--- src/rtl/prog_timer.sv ---
// Programmable down-counting timer with prescaler, periodic or one-shot operation.
// Emits a registered one-cycle tick each time a period expires.
module prog_timer #(
  parameter int unsigned WIDTH       = 16,
  parameter int unsigned PRESCALE    = 1,
  parameter int unsigned PERIOD_INIT = 10
) (
  input  logic             clk,
  input  logic             rst,
  input  logic             en,
  input  logic             load,
  input  logic [WIDTH-1:0] period_in,
  input  logic             mode,
  input  logic             start,
  input  logic             stop,
  output logic             tick,
  output logic             busy,
  output logic [WIDTH-1:0] count
);

  localparam int unsigned   PW      = (PRESCALE > 1) ? $clog2(PRESCALE) : 1;
  localparam logic [PW-1:0] PscLast = PW'(PRESCALE - 1);

  typedef enum logic [0:0] {StIdle, StRun} state_e;

  state_e           state_q, state_d;
  logic [WIDTH-1:0] count_q, count_d;
  logic [WIDTH-1:0] period_q, period_d;
  logic [PW-1:0]    psc_q, psc_d;
  logic             tick_q, tick_d;
  logic             period_zero;

  assign period_zero = (period_q == '0);
  // start samples period_q, so a same-edge load only takes effect afterwards
  assign period_d    = load ? period_in : period_q;

  always_comb begin
    state_d = state_q;
    count_d = count_q;
    psc_d   = psc_q;
    tick_d  = 1'b0;
    if (stop) begin
      state_d = StIdle;
      count_d = '0;
      psc_d   = '0;
    end else if (start) begin
      // a start with a zero period is dropped and freezes everything this edge
      if (!period_zero) begin
        state_d = StRun;
        count_d = period_q - 1'b1;
        psc_d   = '0;
      end
    end else if (state_q == StRun && en) begin
      if (psc_q != PscLast) begin
        psc_d = psc_q + 1'b1;
      end else begin
        psc_d = '0;
        if (count_q != '0) begin
          count_d = count_q - 1'b1;
        end else begin
          tick_d = 1'b1;
          if (!mode && !period_zero) begin
            count_d = period_q - 1'b1;
          end else begin
            state_d = StIdle;
            count_d = '0;
          end
        end
      end
    end
  end

  always_ff @(posedge clk or posedge rst) begin
    if (rst) begin
      state_q  <= StIdle;
      count_q  <= '0;
      period_q <= WIDTH'(PERIOD_INIT);
      psc_q    <= '0;
      tick_q   <= 1'b0;
    end else begin
      state_q  <= state_d;
      count_q  <= count_d;
      period_q <= period_d;
      psc_q    <= psc_d;
      tick_q   <= tick_d;
    end
  end

  assign tick  = tick_q;
  assign busy  = (state_q == StRun);
  assign count = count_q;

endmodule

--- config.mk ---
export PLATFORM = sky130hd
export DESIGN_NAME = prog_timer
export DESIGN_NICKNAME = d
export VERILOG_FILES = /design/src/rtl/prog_timer.sv
export SDC_FILE = /design/constraint.sdc
export NUM_CORES = 1
export LEC_CHECK = 0
export CORE_AREA = 10 10 79 81
export DETAILED_ROUTE_END_ITERATION = 6
export DIE_AREA = 0 0 89 91
export PLACE_DENSITY_LB_ADDON = 0.1
export SLEW_MARGIN = 20
export SYNTH_ARGS = -nofsm -noshare
export SYNTH_HDL_FRONTEND = slang
export SYNTH_SLANG_ARGS = --single-unit
--- constraint.sdc ---
create_clock -name clk -period 2.55 [get_ports clk]
set_clock_uncertainty 0.05 [all_clocks]
set_input_delay 0.51 -clock clk [delete_from_list [all_inputs] [get_ports clk]]
set_output_delay 0.51 -clock clk [all_outputs]
set_load 0.03 [all_outputs]
Word level (Yosys, flattened, before mapping)
Index checks and enable logic that the tools add are counted.
{ "totals": {"register_bits": 35, "input_bits": 23, "out_inout_bits": 18, "word_cells": 46} }
{ "op_classes": {"n_addsub": 3, "eq_ne": 4, "mux": 24, "n_reduce_logical": 10} }
{ "op_table": {"columns": ["op", "count"], "rows": [
  ["16-bit two-way mux", 7],
  ["16-bit by 1-bit subtractor with 16-bit output (second input constant)", 2],
  ["1-bit two-way mux", 17],
  ["16-bit zero test", 1],
  ["16-bit nonzero test", 1],
  ["3-bit != test (second input constant)", 4],
  ["5-bit AND reduction", 1],
  ["3-bit AND reduction", 1],
  ["3-bit nonzero test", 1],
  ["1-bit logical AND", 2],
  ["1-bit zero test", 2],
  ["2-bit AND reduction", 1],
  ["1-bit adder (second input constant)", 1]
]} }

Longest topological paths before layout
Gate-level depths: netlist of the first run.
{ "depth": {"depth_word": 9, "depth_mapped": 10, "mapped_depth_nobuf": 8} }

Least setup slack after synthesis of the first run
OpenSTA, ideal clock, no wires.
{ "synth_path": {"path_kind": "flip-flop to flip-flop", "from": "register period_q[0]", "to": "register count_q[6], in the netlist count[6]", "setup_ns": 0.141, "arrival_ns": 2.508, "t_required_ns": 2.359, "path_slack_ns": -0.149, "stages_incl_launch_ff": 10, "n_path_buf": 2, "synth_period_minus_slack_ns": 2.699, "path_cell_list": "dfrtp_1 inv_1 ha_1 or4b_4 or4_4 buf_6 a211o_1 buf_6 a32oi_1 o22ai_1"} }
{ "synth_via": {"elab_chain_len": 9, "elab_cells_between_ends": 13, "cone_classes": "add/sub: 1; eq/ne: 1; mux: 7; reduce/logical: 4"} }
{ "synth_lines": {"columns": ["item", "line_no", "rtl"], "rows": [
  ["start, declared", "28", "logic [WIDTH-1:0] period_q, period_d;"],
  ["start signal, assigned", "77", "period_q <= WIDTH'(PERIOD_INIT);"],
  ["start signal, assigned", "83", "period_q <= period_d;"],
  ["branches (longest 9 deep; another with 16-bit by 1-bit subtractor with 16-bit output)", null, null],
  ["end signal, assigned", "82", "count_q <= count_d;"],
  ["end, declared", "27", "logic [WIDTH-1:0] count_q, count_d;"]
]} }
Parallel ways; which one is timed is not known. The select of a mux whose other input is x is not followed.
A chain may end at the register's enable or synchronous reset.

Worst setup path in the final report of the first run
Same ends and word-level chain as after synthesis.

==> results.sh, run 1 <==
export IMPL_worst_path_max_fanout=11
export IMPL_hp_start="count[15]$_DFFE_PP0P_"
export IMPL_setup_repair_after_global_routing_missed_its_margin="yes"
export IMPL_power_sequential_fraction_pct=36.6
export IMPL_clock_tree_root_cell="sky130_fd_sc_hd__clkbuf_8"
export IMPL_final_hold_viol_count=0
export IMPL_synth_ff_type="sky130_fd_sc_hd__dfrtp_1"
export IMPL_detailedPlace_worstSlack_ns=0.0302
export IMPL_post_place_cells=347
export IMPL_timing_final_crit_share_pct=97.4
export IMPL_hpwlAfterDp_mm=4.63
export IMPL_grt_max_degree=35
export IMPL_switchingPower_uw=597
export IMPL_hold_path_class="flop to flop"
export IMPL_route_detailed_wl_per_inst_um=16.5
export IMPL_flip_flop_and_latch_count_after_synthesis=34
export IMPL_clkLatencyLatePin_ns=0.30
export IMPL_wirelength_mm=5.92
export IMPL_synth_cells=230
export IMPL_status="completed"
export IMPL_synth_sequential_area_ratio_pct=40.1
export IMPL_initial_antenna_violation_count=0
export IMPL_num_rows=25
export IMPL_timing_reg2reg_worst_path_depth=7
export IMPL_initial_core_util_pct=45.6
export IMPL_htreeDepth=2
export IMPL_power_report_internal_total_uw=1180
export IMPL_dpl_instance_area_um2=2800
export IMPL_netlist_area_um2=2130
export IMPL_grt_pass1_vias=2034
export IMPL_sw_frac_of_total_pct=33.7
export IMPL_timing_worst_setup_path_type="flop to flop"
export IMPL_critical_path_reg2reg_startpoint="period_q[0]$_DFFE_PP0P_"
export IMPL_postLayoutCellArea_um2=2990
export IMPL_critPathArrivalTime_ns=2.61
export IMPL_power_density_nw_per_um2=594
export IMPL_largest_voltage_drop_on_the_vdd_net_mv=0.415
export IMPL_synth_cell_types=46
export IMPL_layout_min_cycle_time_ns=2.48
export IMPL_cts_tree="built"
export IMPL_die_height_um=91
export IMPL_yosysWarnings=0
export IMPL_crit_path_start="period_q[0]$_DFFE_PP0P_"
export IMPL_final_net_count=329
export IMPL_worstSetupStartpointType="flop"
export IMPL_synthTopCellsByArea="sky130_fd_sc_hd__dfrtp_1, sky130_fd_sc_hd__mux2_2, sky130_fd_sc_hd__xnor2_1"
export IMPL_post_synth_cell_area_avg_um2=9.24
export IMPL_hold_buffers=0
export IMPL_count_of_non_filler_cells_in_the_finished_layout=358
export IMPL_num_antenna_cells=0
export IMPL_routabilityCongestion=0.847
export IMPL_fmax_mhz=403
export IMPL_mappedNetlistNets=256
export IMPL_detail_route_first_pass_iterations=4
export IMPL_via_per_inst=5.64
export IMPL_slew_limit_headroom_pct=52.1
export IMPL_die_area_um2=8100
export IMPL_clk_pin_slew_worst_paths_ns=0.07
export IMPL_clkSinkCount=34
export IMPL_port_buffers=40
export IMPL_slew_viol_final=0
export IMPL_core_area_um2=4660
export IMPL_power_frac_clock_pct=26.9
export IMPL_max_clock_path_buffers=2
export IMPL_pwr_share_comb_pct=36.5
export IMPL_post_synth_most_frequent_cells="sky130_fd_sc_hd__dfrtp_1, sky130_fd_sc_hd__nor2_1, sky130_fd_sc_hd__nand2_1, sky130_fd_sc_hd__mux2_2, sky130_fd_sc_hd__o21ai_0"
export IMPL_cp_end_kind="flop"
export IMPL_p_leak_uw=0.00123
export IMPL_whs_path_depth=1
export IMPL_postSynth_asyncResetShare_pct=100
export IMPL_cap_viol_max_count=0
export IMPL_area_growth_pct=40.5
export IMPL_cts_made_buffers=5
export IMPL_setup_total_negative_slack_ns=0
export IMPL_grt_overflow_total=0
export IMPL_drive_gt1_share_pct=26.6
export IMPL_route_antenna_remaining_nets=0
export IMPL_drc_errors=0
export IMPL_grt_pass1_wl_mm=9.66
export IMPL_synthDominantCellAreaShare_pct=37.7
export IMPL_synth_most_common_cell="sky130_fd_sc_hd__dfrtp_1"
export IMPL_ios=41
export IMPL_layout_setup_ws_ns=0.0675
export IMPL_detailedRoute_firstIterationViolations=176
export IMPL_worst_ep_required_time_ns=2.68
export IMPL_fin_total_pwr_uw=1770
export IMPL_fp_dieW_um=89
export IMPL_grt_util_all_layers_pct=14.9
export IMPL_routed_via_count=2018
export IMPL_number_of_enable_type_register_cells_in_the_synthesized_netlist=0
export IMPL_holdPathEnd="count[15]$_DFFE_PP0P_"
export IMPL_slew_of_the_pin_with_the_lowest_slew_margin_ns=0.717
export IMPL_register_to_register_setup_slack_ns=0.07
export IMPL_setup_viol_count_final=0
export IMPL_r2r_end="count[6]$_DFFE_PP0P_"
export IMPL_synth_top_area_cell="sky130_fd_sc_hd__dfrtp_1"
==> placed cells by master, fill, tap and decap left out, types with 3 or more instances in the layout <==
cell type and count:
sky130_fd_sc_hd__or4_1 3, sky130_fd_sc_hd__a21oi_1 9, sky130_fd_sc_hd__inv_1 8, sky130_fd_sc_hd__or4_4 3, sky130_fd_sc_hd__xnor2_1 12, sky130_fd_sc_hd__xor2_1 6
sky130_fd_sc_hd__nor3_1 9, sky130_fd_sc_hd__buf_4 32, sky130_fd_sc_hd__nor2_1 23, sky130_fd_sc_hd__clkdlybuf4s50_1 40, sky130_fd_sc_hd__o22ai_1 5, sky130_fd_sc_hd__nand3_1 9
sky130_fd_sc_hd__or3_1 3, sky130_fd_sc_hd__clkbuf_8 8, sky130_fd_sc_hd__o21ai_0 12, sky130_fd_sc_hd__a22oi_1 3, sky130_fd_sc_hd__o211ai_1 3, sky130_fd_sc_hd__mux2_2 14
sky130_fd_sc_hd__nand2_1 19, sky130_fd_sc_hd__nor4_1 7, sky130_fd_sc_hd__dfrtp_1 30
==> flip-flops by register name, summed over array words and instances, names as in the netlist <==
name and cells:
count 16, period_q 16, tick 1, busy 1
==> power by group through the flow <==
stage / sequential [uW] / combinational (uW) / clock, uW
after floorplan: 732 / 280 / 0
final: 648 / 648 / 477
after global routing: 657 / 698 / 511
after detailed placement: 658 / 622 / 0
after global placement: 656 / 619 / 0
after CTS: 648 / 624 / 488
==> critical path: stages (launching register included) <==
cell	delay [ns]
sky130_fd_sc_hd__dfrtp_1	0.38
sky130_fd_sc_hd__inv_2	0.09
sky130_fd_sc_hd__ha_4	0.14
sky130_fd_sc_hd__or4b_4	0.46
sky130_fd_sc_hd__or4_4	0.50
sky130_fd_sc_hd__a211o_2	0.43
sky130_fd_sc_hd__a32oi_1	0.21
sky130_fd_sc_hd__o22ai_1	0.10
==> area by class of cell <==
cell class,count,area [um^2]
sequential,34,856
fill,413,1670
tap,54,67.6
multi-input combinational,179,1250
inverter,9,33.8
timing repair buffer,74,672
clock buffer,8,110
==> metal layers <==
layer	vias to the layer above	GRT usage, %	share of wire (%)	routed length [um]
met4	0	5.70	2.0	119
li1	993	-	-	-
met2	55	24.6	49	2910
met3	11	3.66	5.5	327
met1	959	17.8	43	2560
met5	-	0	0	0
==> what timing repair did <==
action,4_1_cts,5_1_grt
endpoints found under the setup margin,0,12
resized for setup,0,12
buffers inserted,0,3
hold endpoints to repair,0,0
==> cells by family after synthesis <==
| family | after synthesis | synth area share, % |
|---|---|---|
| buffers and inverters | 17 | 4.06 |
| xor gates and xnor gates | 18 | 7.42 |
| and+or+nand+nor | 93 | 23.0 |
| AOI/OAI and AO/OA | 51 | 16.2 |
| DFF | 34 | 40.1 |
| muxes | 14 | 7.42 |
| adders and majority gates | 3 | 1.77 |
==> how the worst max path moves through the flow <==
stage | depth (start not counted) | to | slack [ns]
after detailed placement | 7 | count[6]$_DFFE_PP0P_ | 0.03
after global placement | 7 | count[3]$_DFFE_PP0P_ | 0.04
after global routing | 7 | count[6]$_DFFE_PP0P_ | -0.05
after CTS | 7 | count[6]$_DFFE_PP0P_ | 0.02
final | 7 | count[6]$_DFFE_PP0P_ | 0.07
after floorplan | 9 | count[6]$_DFFE_PP0P_ | 0.05
==> stage by stage <==
stage | util, % | hold WS, ns
2_1_floorplan | - | 0.467
4_1_cts | 62.4 | 0.492
5_1_grt | 64.1 | 0.531
6_report | 64.1 | 0.499
3_5_place_dp | 60.0 | 0.481
3_3_place_gp | 60.0 | 0.483
Note: power is estimated with default switching activity, not from simulation.
==> inputs of run 2 (changes only) <==
--- a/config.mk
+++ b/config.mk
@@ -5,9 +5,10 @@
 export SDC_FILE = /design/constraint.sdc
 export NUM_CORES = 1
 export LEC_CHECK = 0
-export CORE_AREA = 10 10 79 81
+export CORE_AREA = 2 2 71 73
+export CTS_CLUSTER_DIAMETER = 200
 export DETAILED_ROUTE_END_ITERATION = 6
-export DIE_AREA = 0 0 89 91
+export DIE_AREA = 0 0 73 75
 export PLACE_DENSITY_LB_ADDON = 0.1
 export SLEW_MARGIN = 20
 export SYNTH_ARGS = -nofsm -noshare
==> results.sh, run 2 (synthesis results as in run 1) <==
export IMPL_status="completed"
export IMPL_fp_dieW_um=73
export IMPL_most_common_layout_cells="sky130_fd_sc_hd__clkdlybuf4s50_1, sky130_fd_sc_hd__dfrtp_1, sky130_fd_sc_hd__buf_4"
export IMPL_fin_total_pwr_uw=1690
export IMPL_num_rows=25
export IMPL_via_per_inst=5.70
export IMPL_clock_tree_root_cell="sky130_fd_sc_hd__clkbuf_8"
export IMPL_setup_viol_count_final=0
export IMPL_setup_repair_after_global_routing_missed_its_margin="yes"
export IMPL_port_buffers=40
export IMPL_fmax_mhz=407
export IMPL_grt_max_degree=35
export IMPL_die_area_um2=5480
export IMPL_routed_via_count=2034
export IMPL_cts_tree="built"
export IMPL_initial_core_util_pct=45.6
export IMPL_worst_ep_required_time_ns=2.68
export IMPL_whs_path_depth=1
export IMPL_routabilityCongestion=0.834
export IMPL_cap_viol_max_count=0
export IMPL_slew_of_the_pin_with_the_lowest_slew_margin_ns=0.638
export IMPL_power_frac_clock_pct=23.9
export IMPL_cp_end_kind="flop"
export IMPL_power_density_nw_per_um2=572
export IMPL_slew_viol_final=0
export IMPL_p_leak_uw=0.00121
export IMPL_slew_limit_headroom_pct=57.3
export IMPL_drive_gt1_share_pct=26.7
export IMPL_hold_buffers=0
export IMPL_timing_worst_setup_path_type="flop to flop"
export IMPL_core_area_um2=4660
export IMPL_clkSinkCount=34
export IMPL_ios=41
export IMPL_power_sequential_fraction_pct=38.4
export IMPL_wirelength_mm=5.69
export IMPL_switchingPower_uw=605
export IMPL_route_antenna_remaining_nets=0
export IMPL_timing_final_crit_share_pct=96.4
export IMPL_detail_route_first_pass_iterations=4
export IMPL_worstSetupStartpointType="flop"
export IMPL_route_detailed_wl_per_inst_um=15.9
export IMPL_cts_made_buffers=5
export IMPL_clkLatencyLatePin_ns=0.29
export IMPL_clk_pin_slew_worst_paths_ns=0.07
export IMPL_grt_pass1_wl_mm=9.65
export IMPL_detailedRoute_firstIterationViolations=196
export IMPL_critPathArrivalTime_ns=2.58
export IMPL_timing_reg2reg_worst_path_depth=7
export IMPL_area_growth_pct=39.1
export IMPL_largest_voltage_drop_on_the_vdd_net_mv=0.401
export IMPL_initial_antenna_violation_count=0
export IMPL_holdWs_ns=0.486
export IMPL_grt_pass1_vias=1973
export IMPL_pwr_share_comb_pct=37.7
export IMPL_layout_min_cycle_time_ns=2.46
export IMPL_num_antenna_cells=0
export IMPL_hold_path_class="flop to flop"
export IMPL_final_net_count=328
export IMPL_power_report_internal_total_uw=1090
export IMPL_max_clock_path_buffers=2
export IMPL_drc_errors=0
export IMPL_worst_path_max_fanout=11
export IMPL_die_height_um=75
export IMPL_grt_overflow_total=0
export IMPL_grt_util_all_layers_pct=23.1
export IMPL_final_hold_viol_count=0
export IMPL_htreeDepth=2
export IMPL_layout_commonest_cell="sky130_fd_sc_hd__clkdlybuf4s50_1"
export IMPL_sw_frac_of_total_pct=35.8
export IMPL_hpwlAfterDp_mm=4.29
==> run 2: changes by cell type in the layout (fill, tap and decap cells not counted), moves of 2 or more <==
cell / change
sky130_fd_sc_hd__buf_4: -2
sky130_fd_sc_hd__clkbuf_8: -3
sky130_fd_sc_hd__clkinv_2: +2
sky130_fd_sc_hd__o21ai_0: +2
sky130_fd_sc_hd__o21ai_1: -2
==> run 2: layout make-up <==
type,count,area (um^2)
repair buffers,73,662
fillers,416,1700
well taps,54,67.6
inverters,9,33.8
multi-input cells,179,1250
clock buffers,6,72.6
clock inverters,2,10.0
flip-flops and latches,34,856
==> run 2: worst paths after layout <==
path                                    startpoint  slack [ns]                        to
max                        period_q[0]$_DFFE_PP0P_        0.09      count[6]$_DFFE_PP0P_
min                          count[15]$_DFFE_PP0P_        0.49     count[15]$_DFFE_PP0P_
max reg2reg                period_q[0]$_DFFE_PP0P_        0.09      count[6]$_DFFE_PP0P_
min reg2reg                  count[15]$_DFFE_PP0P_        0.49     count[15]$_DFFE_PP0P_
max in group asynchronous                      rst        1.55      count[1]$_DFFE_PP0P_
min in group asynchronous                      rst        0.56  period_q[10]$_DFFE_PP0P_
==> run 2: repair_timing <==
| action | in CTS | in global routing |
|---|---|---|
| resized for setup | 0 | 12 |
| endpoints found under the setup margin | 0 | 12 |
| buffers inserted | 0 | 1 |
| hold endpoints to repair | 0 | 0 |
==> run 2: power by group through the flow <==
| stage | logic, uW | registers [uW] | clock network [uW] |
|---|---|---|---|
| 2_1_floorplan | 280 | 732 | 0 |
| 4_1_cts | 613 | 648 | 408 |
| 6_report | 637 | 649 | 405 |
| 3_3_place_gp | 609 | 657 | 0 |
| 3_5_place_dp | 611 | 658 | 0 |
| 5_1_grt | 689 | 658 | 425 |
==> run 2: critical path: stages (launching register included) <==
cell,delay [ns]
sky130_fd_sc_hd__dfrtp_1,0.39
sky130_fd_sc_hd__inv_2,0.09
sky130_fd_sc_hd__ha_4,0.14
sky130_fd_sc_hd__or4b_4,0.45
sky130_fd_sc_hd__or4_4,0.48
sky130_fd_sc_hd__a211o_2,0.42
sky130_fd_sc_hd__a32oi_1,0.21
sky130_fd_sc_hd__o22ai_1,0.10
==> run 2: metrics by stage <==
step	TNS [ns]	utilization, %	instances	setup slack (ns)	instance area (um^2)
2_1_floorplan	0	-	230	0.0543	2150
3_3_place_gp	0	60.0	347	0.0819	2800
3_5_place_dp	0	60.0	347	0.0479	2800
4_1_cts	0	61.8	355	0.0384	2880
5_1_grt	-0.0110	63.4	357	-0.00631	2960
6_report	0	63.4	357	0.0917	2960
==> run 2: layer usage <==
layer | part of all wire (%) | GRT usage [%] | wire length [um] | vias up
li1 | - | - | - | 989
met1 | 45 | 30.7 | 2540 | 986
met2 | 49 | 37.9 | 2760 | 54
met4 | 1.1 | 6.79 | 63 | 0
met3 | 5.6 | 5.09 | 320 | 5
met5 | 0 | 0 | 0 | -
==> inputs of run 3 (changes only) <==
--- a/config.mk
+++ b/config.mk
@@ -5,11 +5,12 @@
 export SDC_FILE = /design/constraint.sdc
 export NUM_CORES = 1
 export LEC_CHECK = 0
-export CORE_AREA = 2 2 71 73
+export ABC_AREA = 1
+export CORE_AREA = 2 2 76 78
 export CTS_CLUSTER_DIAMETER = 200
 export DETAILED_ROUTE_END_ITERATION = 6
-export DIE_AREA = 0 0 73 75
-export PLACE_DENSITY_LB_ADDON = 0.1
+export DIE_AREA = 0 0 78 80
+export PLACE_DENSITY = 0.83
 export SLEW_MARGIN = 20
 export SYNTH_ARGS = -nofsm -noshare
 export SYNTH_HDL_FRONTEND = slang
==> results.sh, run 3 <==
export IMPL_netlist_area_um2=2600
export IMPL_grt_pass1_wl_mm=10.7
export IMPL_most_common_layout_cells="sky130_fd_sc_hd__nand2_1, sky130_fd_sc_hd__nor2_1, sky130_fd_sc_hd__inv_1, sky130_fd_sc_hd__clkdlybuf4s50_1, sky130_fd_sc_hd__nand3_1"
export IMPL_grt_util_met3_pct=2.26
export IMPL_sw_frac_of_total_pct=39.8
export IMPL_power_frac_clock_pct=21.8
export IMPL_yosysWarnings=0
export IMPL_clock_tree_root_cell="sky130_fd_sc_hd__clkbuf_8"
export IMPL_post_place_cells=516
export IMPL_switchingPower_uw=691
export IMPL_grt_pass1_vias=2337
export IMPL_clk_pin_slew_worst_paths_ns=0.07
export IMPL_die_height_um=80
export IMPL_synth_most_common_cell="sky130_fd_sc_hd__nand2_1"
export IMPL_setup_total_negative_slack_ns=0
export IMPL_timing_worst_setup_path_type="flop to flop"
export IMPL_detail_route_first_pass_iterations=4
export IMPL_power_density_nw_per_um2=550
export IMPL_final_net_count=477
export IMPL_synth_cell_types=30
export IMPL_number_of_enable_type_register_cells_in_the_synthesized_netlist=0
export IMPL_layout_min_cycle_time_ns=2.17
export IMPL_routed_via_count=2619
export IMPL_critical_path_reg2reg_startpoint="count[0]$_DFFE_PP0P_"
export IMPL_timing_critical_path_depth=11
export IMPL_worstSetupStartpointType="flop"
export IMPL_grt_max_degree=35
export IMPL_num_antenna_cells=0
export IMPL_flip_flop_and_latch_count_after_synthesis=34
export IMPL_grt_overflow_total=0
export IMPL_worst_path_max_fanout=18
export IMPL_synth_ff_type="sky130_fd_sc_hd__dfrtp_1"
export IMPL_grt_util_all_layers_pct=21.6
export IMPL_global_route_usage_met2_pct=37.2
export IMPL_max_clock_path_buffers=2
export IMPL_slew_limit_headroom_pct=71.7
export IMPL_setup_viol_count_final=0
export IMPL_initial_core_util_pct=48.2
export IMPL_via_per_inst=5.00
export IMPL_power_sequential_fraction_pct=39.4
export IMPL_timing_reg2reg_worst_path_depth=11
export IMPL_cts_repair_resize_count=0
export IMPL_status="completed"
export IMPL_fp_dieW_um=78
export IMPL_routabilityCongestion=0.866
export IMPL_cp_endpoint="busy$_DFFE_PP0P_"
export IMPL_slew_viol_final=0
export IMPL_timing_final_crit_share_pct=85.2
export IMPL_register_to_register_setup_slack_ns=0.38
export IMPL_share_of_the_synthesized_netlist_area_taken_by_xor_and_xnor_gates_pct=2.35
export IMPL_route_detailed_wl_per_inst_um=11.9
export IMPL_power_report_internal_total_uw=1050
export IMPL_cts_made_buffers=5
export IMPL_final_hold_viol_count=0
export IMPL_postCtsSetupRepairBufs=0
export IMPL_r2r_end="busy$_DFFE_PP0P_"
export IMPL_htreeDepth=2
export IMPL_num_rows=27
export IMPL_synthTopCellsByArea="sky130_fd_sc_hd__dfrtp_1, sky130_fd_sc_hd__nand2_1, sky130_fd_sc_hd__nor2_1"
export IMPL_die_area_um2=6240
export IMPL_route_antenna_remaining_nets=0
export IMPL_core_area_um2=5410
export IMPL_wirelength_mm=6.26
export IMPL_hold_buffers=0
export IMPL_pwr_share_comb_pct=38.9
export IMPL_mappedNetlistNets=433
export IMPL_area_growth_pct=21.1
export IMPL_slew_of_the_pin_with_the_lowest_slew_margin_ns=0.424
export IMPL_largest_voltage_drop_on_the_vdd_net_mv=0.313
export IMPL_hold_path_class="flop to flop"
export IMPL_post_synth_cell_area_avg_um2=6.40
export IMPL_ios=41
export IMPL_num_fill_cells=534
export IMPL_timing_critical_path_max_delay_family="simple AND/OR/NAND/NOR gates"
export IMPL_hpwlAfterDp_mm=4.98
export IMPL_setup_repair_after_global_routing_missed_its_margin="no"
export IMPL_post_synth_most_frequent_cells="sky130_fd_sc_hd__nand2_1, sky130_fd_sc_hd__nor2_1, sky130_fd_sc_hd__inv_1, sky130_fd_sc_hd__nand3_1, sky130_fd_sc_hd__dfrtp_1"
export IMPL_critPathMaxStageDelay_ns=0.42
export IMPL_initial_antenna_violation_count=0
export IMPL_synthDominantCellAreaShare_pct=30.7
export IMPL_synth_compound_gate_area_share_pct=10.2
export IMPL_layout_commonest_cell="sky130_fd_sc_hd__nand2_1"
export IMPL_cp_end_kind="flop"
export IMPL_synth_adder_area_share_pct=1.44
export IMPL_cts_tree="built"
export IMPL_drive_gt1_share_pct=11.1
export IMPL_cap_viol_max_count=0
export IMPL_synth_cells=407
export IMPL_critPathSlowestCell="sky130_fd_sc_hd__dfrtp_1"
export IMPL_globalRouteMet1Util_pct=28.1
export IMPL_synth_top_area_cell="sky130_fd_sc_hd__dfrtp_1"
export IMPL_count_of_non_filler_cells_in_the_finished_layout=524
export IMPL_worst_ep_required_time_ns=2.67
export IMPL_detailedRoute_firstIterationViolations=89
export IMPL_clkLatencyLatePin_ns=0.29
export IMPL_fmax_mhz=460
export IMPL_drc_errors=0
export IMPL_crit_path_start="count[0]$_DFFE_PP0P_"
export IMPL_crit_buf_inv=2
export IMPL_p_leak_uw=0.00152
export IMPL_clkSinkCount=34
export IMPL_port_buffers=40
export IMPL_grt_busiest_layer="met2"
export IMPL_cp_cell_sequence="inv_1 > ha_1 > nand2_1 > nor2_1 > nand2_2 > nor2_8 > nand2_2 > nand2_4 > inv_4 > o21ai_1 > nand2_1"
export IMPL_synth_sequential_area_ratio_pct=32.8
export IMPL_synth_simple_gate_area_share_pct=43.6
export IMPL_postSynth_asyncResetShare_pct=100
export IMPL_yosys_mux_area_fraction_pct=0.432
export IMPL_synth_top_family_by_area="simple AND/OR/NAND/NOR gates"
export IMPL_critPathArrivalTime_ns=2.29
[run 3: cell count changes after synthesis, sizes merged, moves of 11 or more]
cell and change:
xnor2 -11, nand3 +28, mux2 -13, nand2 +99, inv +41, o21ai +21, nor2 +65
[run 3: stage by stage]
stage | area (um^2) | power (uW) | setup WS, ns | hold slack (ns) | util (%)
2_1_floorplan | 2610 | 1150 | 0.701 | 0.451 | -
3_3_place_gp | 3080 | 1350 | 0.293 | 0.475 | 56.9
3_5_place_dp | 3080 | 1370 | 0.175 | 0.496 | 56.9
4_1_cts | 3160 | 1750 | 0.350 | 0.504 | 58.4
5_1_grt | 3160 | 1860 | 0.206 | 0.547 | 58.4
6_report | 3160 | 1740 | 0.376 | 0.504 | 58.4
[run 3: power by group through the flow]
stage | Clock (uW) | Combinational, uW | Sequential (uW)
after detailed placement | 0 | 673 | 693
after global placement | 0 | 658 | 690
final | 378 | 675 | 684
after floorplan | 0 | 404 | 745
after CTS | 388 | 676 | 683
after global routing | 409 | 756 | 696
[run 3: tightest hold or removal path, stage by stage, from the launching register on]
cell                      delay [ns]
sky130_fd_sc_hd__dfstp_2        0.36
sky130_fd_sc_hd__inv_1          0.10
sky130_fd_sc_hd__o21ai_0        0.09
[run 3: cells by family after synthesis]
logic type               count (synthesis)
AND/OR/NAND/NOR                        254
multiplexers                             1
buffers and inverters                   57
adder cells (fa/ha/maj)                  3
flip-flops                              34
AO/OA/AOI/OAI                           51
XOR/XNOR                                 7
[run 3: worst min-delay path by stage]
stage                            start                      end  slack [ns]  cells after the start
2_1_floorplan  period_q[3]$_DFFE_PP1P_  period_q[3]$_DFFE_PP1P_        0.45                      2
3_3_place_gp   period_q[3]$_DFFE_PP1P_  period_q[3]$_DFFE_PP1P_        0.48                      2
3_5_place_dp   period_q[1]$_DFFE_PP1P_  period_q[1]$_DFFE_PP1P_        0.50                      2
4_1_cts        period_q[1]$_DFFE_PP1P_  period_q[1]$_DFFE_PP1P_        0.50                      2
5_1_grt        period_q[3]$_DFFE_PP1P_  period_q[3]$_DFFE_PP1P_        0.55                      2
6_report       period_q[1]$_DFFE_PP1P_  period_q[1]$_DFFE_PP1P_        0.50                      2
[run 3: per-layer routing]
layer	wire length [um]	part of all wire (%)
met1	2840	45
met2	3060	49
met3	247	3.9
met4	110	1.8
met5	0	0
[run 3: final cells by class]
type / count / area, um^2 / area share [%]
Multi-Input combinational cell: 316 / 1510 / 47.9
Timing Repair Buffer: 44 / 430 / 13.6
Clock buffer: 8 / 80.1 / 2.54
Inverter: 50 / 190 / 6.03
Sequential cell: 34 / 853 / 27.0
Tap cell: 72 / 90.1 / 2.85
